## config.mk

```make
export PLATFORM = sky130hd
export DESIGN_NAME = riscv_core_lsu_ctrl
export DESIGN_NICKNAME = d
export VERILOG_FILES = /design/src/rtl/riscv_core_pkg.sv /design/src/rtl/riscv_core_ldextend.sv /design/src/rtl/riscv_core_lsu_ctrl.sv
export SDC_FILE = /design/constraint.sdc
export NUM_CORES = 1
export LEC_CHECK = 0
export CORE_ASPECT_RATIO = 0.8
export CORE_UTILIZATION = 50
export CTS_CLUSTER_DIAMETER = 80
export DETAILED_ROUTE_END_ITERATION = 16
export GPL_TIMING_DRIVEN = 0
export MAX_ROUTING_LAYER = met4
export PLACE_DENSITY_LB_ADDON = 0.25
export SYNTH_ARGS = -nofsm -noshare
export SYNTH_HDL_FRONTEND = slang
export SYNTH_HIERARCHICAL = 1
export SYNTH_SLANG_ARGS = --single-unit
```

## constraint.sdc

```tcl
create_clock -name i_clk -period 3.4 [get_ports i_clk]
set_input_delay 0.51 -clock i_clk [delete_from_list [all_inputs] [get_ports i_clk]]
set_output_delay 0.51 -clock i_clk [all_outputs]
set_load 0.02 [all_outputs]
```

## src/rtl/riscv_core_pkg.sv

```systemverilog
// Shared definitions for the core's load/store path: access-size encodings,
// LSU sequencer states and small byte-lane helpers.
package riscv_core_pkg;

    localparam logic [1:0] SZ_BYTE = 2'b00;
    localparam logic [1:0] SZ_HALF = 2'b01;
    localparam logic [1:0] SZ_WORD = 2'b10;
    localparam logic [1:0] SZ_ILL  = 2'b11;

    typedef enum logic [2:0] {
        ST_IDLE,
        ST_REQ0,
        ST_WAIT0,
        ST_REQ1,
        ST_WAIT1,
        ST_RESP
    } lsu_state_e;

    function automatic logic [2:0] size_nbytes(input logic [1:0] sz);
        case (sz)
            SZ_BYTE: return 3'd1;
            SZ_HALF: return 3'd2;
            SZ_WORD: return 3'd4;
            default: return 3'd0;
        endcase
    endfunction

    // Byte enables across two consecutive words; low nibble = first word.
    function automatic logic [7:0] be_mask(input logic [1:0] sz, input logic [1:0] off);
        logic [7:0] m;
        case (sz)
            SZ_BYTE: m = 8'h01;
            SZ_HALF: m = 8'h03;
            SZ_WORD: m = 8'h0F;
            default: m = 8'h00;
        endcase
        return m << off;
    endfunction

endpackage

```

## src/rtl/riscv_core_ldextend.sv

```systemverilog
// Load-data extension: sign- or zero-extends a right-justified byte/half,
// passes words through unchanged.
module riscv_core_ldextend
    import riscv_core_pkg::*;
#(
    parameter int XLEN = 32
) (
    input  logic [1:0]      i_size,
    input  logic            i_su_extend,
    input  logic [XLEN-1:0] i_raw,
    output logic [XLEN-1:0] o_data
);

    logic w_sb;
    logic w_sh;

    assign w_sb = !i_su_extend && i_raw[7];
    assign w_sh = !i_su_extend && i_raw[15];

    always_comb begin
        o_data = i_raw;
        case (i_size)
            SZ_BYTE: o_data = {{(XLEN-8){w_sb}}, i_raw[7:0]};
            SZ_HALF: o_data = {{(XLEN-16){w_sh}}, i_raw[15:0]};
            default: o_data = i_raw;
        endcase
    end

endmodule

```

## src/rtl/riscv_core_lsu_ctrl.sv

```systemverilog
// LSU sequencer: one access at a time onto a req/gnt + rvalid data bus,
// splitting word-crossing accesses into two aligned transactions.
module riscv_core_lsu_ctrl
    import riscv_core_pkg::*;
#(
    parameter int XLEN           = 32,
    parameter bit ALLOW_MISALIGN = 1'b1
) (
    input  logic            i_clk,
    input  logic            i_rst_n,
    input  logic            i_lsu_req_valid,
    output logic            o_lsu_req_ready,
    input  logic            i_lsu_we,
    input  logic [XLEN-1:0] i_lsu_addr,
    input  logic [1:0]      i_lsu_size,
    input  logic            i_lsu_su_extend,
    input  logic [XLEN-1:0] i_lsu_wdata,
    output logic            o_lsu_rsp_valid,
    output logic [XLEN-1:0] o_lsu_rdata,
    output logic            o_lsu_fault,
    output logic            o_lsu_busy,
    output logic            o_dmem_req,
    input  logic            i_dmem_gnt,
    output logic            o_dmem_we,
    output logic [XLEN-1:0] o_dmem_addr,
    output logic [3:0]      o_dmem_be,
    output logic [XLEN-1:0] o_dmem_wdata,
    input  logic            i_dmem_rvalid,
    input  logic [XLEN-1:0] i_dmem_rdata
);

    lsu_state_e      r_state, w_next;
    logic            r_we, r_su, r_split, r_fault;
    logic [XLEN-1:0] r_addr, r_wdata, r_lo, r_hi;
    logic [1:0]      r_size;

    logic              w_accept, w_in_split, w_in_fault;
    logic              w_req, w_second;
    logic [XLEN-1:0]   w_word0, w_ext, w_raw;
    logic [7:0]        w_m8;
    logic [2*XLEN-1:0] w_w64, w_raw64;
    logic [5:0]        w_shamt;

    assign w_accept   = (r_state == ST_IDLE) && i_lsu_req_valid;
    assign w_in_split = ({1'b0, i_lsu_addr[1:0]} + size_nbytes(i_lsu_size)) > 3'd4;
    assign w_in_fault = (i_lsu_size == SZ_ILL) || (w_in_split && !ALLOW_MISALIGN);

    always_comb begin
        w_next = r_state;
        case (r_state)
            ST_IDLE:  if (i_lsu_req_valid) w_next = w_in_fault ? ST_RESP : ST_REQ0;
            ST_REQ0:  if (i_dmem_gnt)      w_next = ST_WAIT0;
            ST_WAIT0: if (i_dmem_rvalid)   w_next = r_split ? ST_REQ1 : ST_RESP;
            ST_REQ1:  if (i_dmem_gnt)      w_next = ST_WAIT1;
            ST_WAIT1: if (i_dmem_rvalid)   w_next = ST_RESP;
            ST_RESP:                       w_next = ST_IDLE;
            default:                       w_next = ST_IDLE;
        endcase
    end

    always_ff @(posedge i_clk) begin
        if (!i_rst_n) begin
            r_state <= ST_IDLE;
            r_we    <= 1'b0;
            r_su    <= 1'b0;
            r_split <= 1'b0;
            r_fault <= 1'b0;
            r_addr  <= '0;
            r_wdata <= '0;
            r_size  <= SZ_BYTE;
            r_lo    <= '0;
            r_hi    <= '0;
        end else begin
            r_state <= w_next;
            if (w_accept) begin
                r_we    <= i_lsu_we;
                r_su    <= i_lsu_su_extend;
                r_split <= w_in_split;
                r_fault <= w_in_fault;
                r_addr  <= i_lsu_addr;
                r_wdata <= i_lsu_wdata;
                r_size  <= i_lsu_size;
                r_hi    <= '0;
            end
            if (r_state == ST_WAIT0 && i_dmem_rvalid) r_lo <= i_dmem_rdata;
            if (r_state == ST_WAIT1 && i_dmem_rvalid) r_hi <= i_dmem_rdata;
        end
    end

    // Bus outputs are pure functions of registered state, so they hold
    // steady for the whole grant wait and read zero outside REQx.
    assign w_req    = (r_state == ST_REQ0) || (r_state == ST_REQ1);
    assign w_second = (r_state == ST_REQ1);
    assign w_word0  = {r_addr[XLEN-1:2], 2'b00};
    assign w_m8     = be_mask(r_size, r_addr[1:0]);
    assign w_shamt  = {1'b0, r_addr[1:0], 3'b000};
    assign w_w64    = {{XLEN{1'b0}}, r_wdata} << w_shamt;
    assign w_raw64  = {r_hi, r_lo} >> w_shamt;
    assign w_raw    = w_raw64[XLEN-1:0];

    assign o_dmem_req   = w_req;
    assign o_dmem_we    = w_req && r_we;
    assign o_dmem_addr  = !w_req ? '0 : (w_second ? w_word0 + XLEN'(4) : w_word0);
    assign o_dmem_be    = !w_req ? 4'b0 : (w_second ? w_m8[7:4] : w_m8[3:0]);
    assign o_dmem_wdata = !w_req ? '0 : (w_second ? w_w64[2*XLEN-1:XLEN] : w_w64[XLEN-1:0]);

    riscv_core_ldextend #(.XLEN(XLEN)) u_ldext (
        .i_size      (r_size),
        .i_su_extend (r_su),
        .i_raw       (w_raw),
        .o_data      (w_ext)
    );

    assign o_lsu_req_ready = (r_state == ST_IDLE);
    assign o_lsu_busy      = !o_lsu_req_ready;
    assign o_lsu_rsp_valid = (r_state == ST_RESP);
    assign o_lsu_fault     = (r_state == ST_RESP) && r_fault;
    assign o_lsu_rdata     = (r_state == ST_RESP && !r_fault && !r_we) ? w_ext : '0;

endmodule

```

* Word level (Yosys, flattened, before mapping)
Cells that the tools add are included.
** Word-level totals
- Register bits after elaboration :: 137
- Bits of input ports :: 105
- Output and inout bits :: 106
** Cells by class
- Add/subtract/negate cells :: 2
- Order comparisons :: 1
- Equal/unequal tests :: 15
- Shifts and indexed selects :: 3
- Multiplexer cells :: 20
- Reductions and logical operators :: 19
** Operators by type and width (count)
- 32-bit 2-to-1 mux :: 7
- 32-bit case mux with 2 select lines :: 1
- 32-bit by 5-bit << shifter with 64-bit output :: 1
- 64-bit by 5-bit >> shifter with 32-bit output :: 1
- 32-bit by 3-bit adder with 32-bit output (second input constant) :: 1
- 3-bit 2-to-1 mux :: 7
- 3-bit case mux with 5 select lines :: 1
- 4-bit case mux with 3 select lines :: 1
- 2-bit inequality test (second input constant) :: 5
- 1-bit logical AND :: 9
- 3-bit case mux with 3 select lines :: 1
- 4-bit 2-to-1 mux :: 2
- 8-bit by 2-bit << shifter with 8-bit output :: 1
- 2-bit == test (second input constant) :: 3
- 3-bit by 2-bit == test with 1-bit output (second input constant) :: 2
- 3-bit == test (second input constant) :: 2
- 5-bit AND reduction :: 1
- 2-bit by 1-bit == test with 1-bit output (second input constant) :: 2
- 1-bit logical NOT :: 4
- 2-bit logical NOT :: 2
- 2-bit by 3-bit adder with 3-bit output :: 1
- 3-bit by 1-bit == test with 1-bit output (second input constant) :: 1
- 3-bit greater-than comparator (second input constant) :: 1
- 3-bit logical NOT :: 1
- other kinds (2) :: 2

* Depth between registers and ports, before layout
- Depth after elaboration :: 5
- Gate-level depth with buffers :: 7
- Gate-level depth less buffers :: 7

* Hierarchy
Netlist, hierarchy kept.
** By module, submodules not included
- riscv_core_lsu_ctrl :: instances 1, cells each 979, area each 7812.5 sq um, sequential area each 2582.5 sq um
- riscv_core_ldextend :: instances 1, cells each 67, area each 355.3 sq um, sequential area each 0.0 sq um

* Worst setup path after synthesis
OpenSTA, ideal clock, no wires.
- Kind :: reg-to-output
- Start :: register r_addr[0]
- End :: output port o_lsu_rdata[20]
- Data arrival time :: 2.209 ns
- Data required time :: 2.890 ns
- Slack :: 0.681 ns
- Stages on the path, launching flop included :: 8
- Cell sequence :: dfxtp_1 -> clkbuf_1 -> buf_2 -> mux4_2 -> mux2i_2 -> clkbuf_1 -> o21ai_0 -> and2_1
** On the way
- Word-level cells in the longest chain between the ends :: 4
- Elaborated cells on any way between the ends :: 5
- Those cells by class :: shift: 1; mux: 2; reduce/logical: 2
** RTL lines
- start: declaration :: RTL line riscv_core_lsu_ctrl.sv:34 : logic [XLEN-1:0] r_addr, r_wdata, r_lo, r_hi;
- start signal: assignment :: RTL line riscv_core_lsu_ctrl.sv:80 : r_addr <= i_lsu_addr;
- 64-bit by 5-bit >> shifter with 32-bit output :: RTL line riscv_core_lsu_ctrl.sv:98 : assign w_raw64 = {r_hi, r_lo} >> w_shamt;
- net w_raw64[7] :: RTL line riscv_core_lsu_ctrl.sv:41 : logic [2*XLEN-1:0] w_w64, w_raw64;
- 1-bit logical AND :: RTL line riscv_core_ldextend.sv:17 : assign w_sb = !i_su_extend && i_raw[7];
- 32-bit case mux with 2 select lines :: RTL line riscv_core_ldextend.sv:22 : case (i_size)
- net w_ext[20] :: RTL line riscv_core_lsu_ctrl.sv:39 : logic [XLEN-1:0] w_word0, w_ext, w_raw;
- 32-bit 2-to-1 mux :: RTL line riscv_core_lsu_ctrl.sv:118 : assign o_lsu_rdata = (r_state == ST_RESP && !r_fault && !r_we) ? w_ext : '0;
- end: declaration :: RTL line riscv_core_lsu_ctrl.sv:19 : output logic [XLEN-1:0] o_lsu_rdata,
The timed path passes the listed nets, and every way through them passes these cells.

* Worst setup path in the final report
- Start :: register r_state[2]
- End :: output port o_dmem_wdata[4]
** On the way
- Word-level cells in the longest chain between the ends :: 3
- Elaborated cells on any way between the ends :: 5
- Those cells by class :: eq/ne: 2; mux: 2; reduce/logical: 1
** RTL lines
- start: declaration :: RTL line riscv_core_lsu_ctrl.sv:32 : lsu_state_e r_state, w_next;
- start signal: assignment :: RTL line riscv_core_lsu_ctrl.sv:74 : r_state <= w_next;
- 3-bit by 2-bit == test with 1-bit output / 3-bit by 1-bit == test with 1-bit output (equally long branches) :: RTL line riscv_core_lsu_ctrl.sv:92, riscv_core_lsu_ctrl.sv:93
- 32-bit 2-to-1 mux / 1-bit logical OR (equally long branches) :: RTL line riscv_core_lsu_ctrl.sv:105, riscv_core_lsu_ctrl.sv:92
- 32-bit 2-to-1 mux (*) :: RTL line riscv_core_lsu_ctrl.sv:105 : assign o_dmem_wdata = !w_req ? '0 : (w_second ? w_w64[2*XLEN-1:XLEN] : w_w64[XLEN-1:0]);
- end: declaration :: RTL line riscv_core_lsu_ctrl.sv:27 : output logic [XLEN-1:0] o_dmem_wdata,
Every way passes the cells marked *; elsewhere a longest branch is shown, timed or not.

==> flow_metrics.tcl <==
set metrics [dict create \
    ff_latch_area_mm2 0.00259 \
    numCtsBuffers 17 \
    initial_core_util_pct 51.5 \
    die_w_um 145 \
    hold_viol_final 0 \
    drc 0 \
    drive_above_1_share_pct 11.0 \
    ys.flop_type "dfxtp_1" \
    crit_chain "clkbuf_2 > and3b_1 > buf_2 > nor3b_1 > nor2_1 > o21ai_0 > clkdlybuf4s50_1" \
    die_y_um 116 \
    seq_area_frac_synth_pct 31.6 \
    clock_sinks 129 \
    synthCells 1046 \
    floorplan.die_area_mm2 0.0169 \
    p_comb_share_pct 23.5 \
    dp.cells 1469 \
    maxSlewHeadroom_pct 44.7 \
    hold_end "r_lo[1]$_SDFFE_PN0P_" \
    synth_top_area_cell "dfxtp_1" \
    timing.rr.start "r_state[1]$_SDFFE_PN0P_" \
    seq_power_share_pct 37.4 \
    arrival_ps 2800 \
    postPlaceCellArea_mm2 0.0105 \
    crit_path_end_kind "primary output" \
    ios 211 \
    firstDrtPassIters 6 \
    track_usage_pct 36.0 \
    cp_data_required_time_ps 2890 \
    synth_area_leaders "dfxtp_1 32%, nand2_1 13%, a21boi_0 12%" \
    p_per_area_mw_per_mm2 410 \
    clock_latency_ps 430 \
    crit_path_top_delay_cell "clkdlybuf4s50_1" \
    whs_path_depth 2 \
    vias 8822 \
    core_mm2 0.0159 \
    clock_skew_ps 9.24 \
    finalSetupViolCount 0 \
    ys.warnings.count 6 \
    yosysMostFrequentCell "nand2_1" \
    drtIter0Drc 890 \
    reg2regPathDepth 7 \
    synth_top_area_share_pct 31.6 \
    p_leak_uw 0.00434 \
    instances_no_fill 1504 \
    cts_max_level 4 \
    drv_cap 0 \
    pwr-share-clk_pct 39.1 \
    outcome "completed" \
    r2r_slack_ps 1060 \
    worst_slew_pin_slew_ps 830 \
    p_int_uw 3060 \
    ant_nets 0 \
    synthArstFlopShare_pct 0 \
    rows 41 \
    wire_per_inst_um 19.2 \
    nNetsFinal 1385 \
    p_switching_uw 1560 \
    ir_drop_v 0.000385 \
    syn_avg_cell_area_um2 7.81 \
    post_synth_num_cell_types 49 \
    sw_frac_of_total_pct 33.8 \
    drv_slew 0 \
    fin_area_mm2 0.0113 \
    cts_max_path_buffers 2 \
    critical-path-max-stage-delay_ps 670 \
    grt_max_degree 17 \
    portBuffers 207 \
    avgViaCountPerCell 5.87 \
    wirelength_um 28800 \
    synth_common_cells "279 x nand2_1, 129 x dfxtp_1, 128 x a21boi_0" \
    final_core_util_pct 71.0 \
    fill_cells 1309 \
    syn_area_mm2 0.00817 \
    worstSetupPathType "flop to primary output" \
    grt_pass1_vias 8079 \
    synth.ff_latch_count 129 \
    cts-root-buf "clkbuf_16" \
    multi_input_area_mm2 0.00514 \
    syn2layout_area_growth_pct 37.9 \
    cp_max_fo 10 \
    period_share_pct 97.4 \
    cts_tree "built" \
    antenna_found_initial 1 \
    max_freq_mhz 302 \
    crit_path_start_kind "flop" \
    timing.rr.end "r_wdata[10]$_SDFFE_PN0P_" \
    synth_edf_count 0 \
    period_minus_slack_ps 3310 \
    min-delay-start "r_lo[1]$_SDFFE_PN0P_" \
    overflow 0 \
    worstHoldPathType "flop to flop" \
    finalWeightedCongestion 0.947 \
    clk_pin_slew_worst_paths_ps 60 \
    hpwl_um 21300 \
    grt_pass1_wl_um 43900 \
]
==> how the worst max path moves through the flow <==
stage                                  startpoint               to  slack (ps)  depth (start not counted)
after floorplan            r_addr[0]$_SDFFE_PN0P_  o_lsu_rdata[20]         680                          7
after global placement     r_addr[1]$_SDFFE_PN0P_  o_lsu_rdata[25]        -230                          8
after detailed placement   r_addr[1]$_SDFFE_PN0P_  o_lsu_rdata[20]        -240                          8
after CTS                  r_addr[7]$_SDFFE_PN0P_  o_dmem_addr[17]           2                          7
after global routing      r_state[2]$_SDFFE_PN0P_  o_dmem_wdata[4]          -6                          7
final                     r_state[2]$_SDFFE_PN0P_  o_dmem_wdata[4]          90                          7
==> area by class of cell <==
type / instances / share of cell area (%)
diodes: 1 / 0.0222
plain buffers: 97 / 4.42
clock buffers: 18 / 3.90
clock inverters: 14 / 1.22
inverters: 9 / 0.300
multi-input cells: 809 / 45.6
flip-flops and latches: 129 / 23.0
well taps: 215 / 2.39
repair buffers: 212 / 19.2
==> worst max-delay path: cells and delay by family, from the launching register on <==
kind	cells	cell delay [ps]
compound gates	1	300
buf+inv	3	1110
flops	1	370
simple gates	3	590
==> cells by family after synthesis <==
logic type / after synthesis / synth area share [%]
flip-flops: 129 / 31.6
XOR/XNOR: 11 / 1.18
multiplexers: 60 / 12.4
adder cells (fa/ha/maj): 5 / 0.858
AO/OA/AOI/OAI: 243 / 19.8
AND/OR/NAND/NOR: 488 / 28.1
other: 1 / 0.0459
buffers and inverters: 109 / 6.04
==> power by group through the flow <==
stage          Sequential, uW  Clock [uW]  Combinational [uW]
3_5_place_dp             1750           0                1050
2_1_floorplan            1710           0                 627
6_report                 1730        1810                1080
4_1_cts                  1720        1800                1060
5_1_grt                  1740        1880                1170
3_3_place_gp             1740           0                1040
==> through the flow <==
step	hold slack [ps]	worst slack, ps	setup TNS, ps	power (uW)
after floorplan	441	681	0	2340
after global placement	450	-233	-2710	2780
after detailed placement	461	-244	-2720	2800
after CTS	469	1.86	0	4580
after global routing	498	-5.67	-6.89	4780
final	470	89.9	0	4620
==> cell usage in the layout (no fill, tap or decap), types with 19 or more instances in the layout <==
cell type / instances
nor2_1: 29
a21oi_1: 33
and2_1: 53
a21boi_0: 128
dfxtp_1: 127
mux2i_1: 19
mux4_2: 32
buf_2: 21
clkdlybuf4s50_1: 173
o21ai_0: 49
dlymetal6s2s_1: 24
clkbuf_1: 37
nand3_1: 43
nand2_1: 279
==> layer usage <==
metal	track usage, %	part of all wire, %
met5	-	0
met4	10.5	1.7
met3	9.92	12
met2	51.7	43
met1	49.2	43
==> sequential cells by signal (all words and copies together) (netlist names) <==
signal,flops
r_size,2
r_hi,24
r_fault,1
r_we,1
r_split,1
r_su,1
r_wdata,32
r_state,3
r_addr,32
r_lo,32
==> repair_timing <==
item / 4_1_cts / 5_1_grt
hold buffers: 0 / 0
gates cloned: 0 / 0
gates resized for setup: 32 / 49
endpoints found under the setup margin: 68 / 80
hold endpoints to repair: 0 / 0
pin swaps: 1 / 0
setup buffers: 2 / 3
No activity file was read; power rests on OpenSTA's default activity.
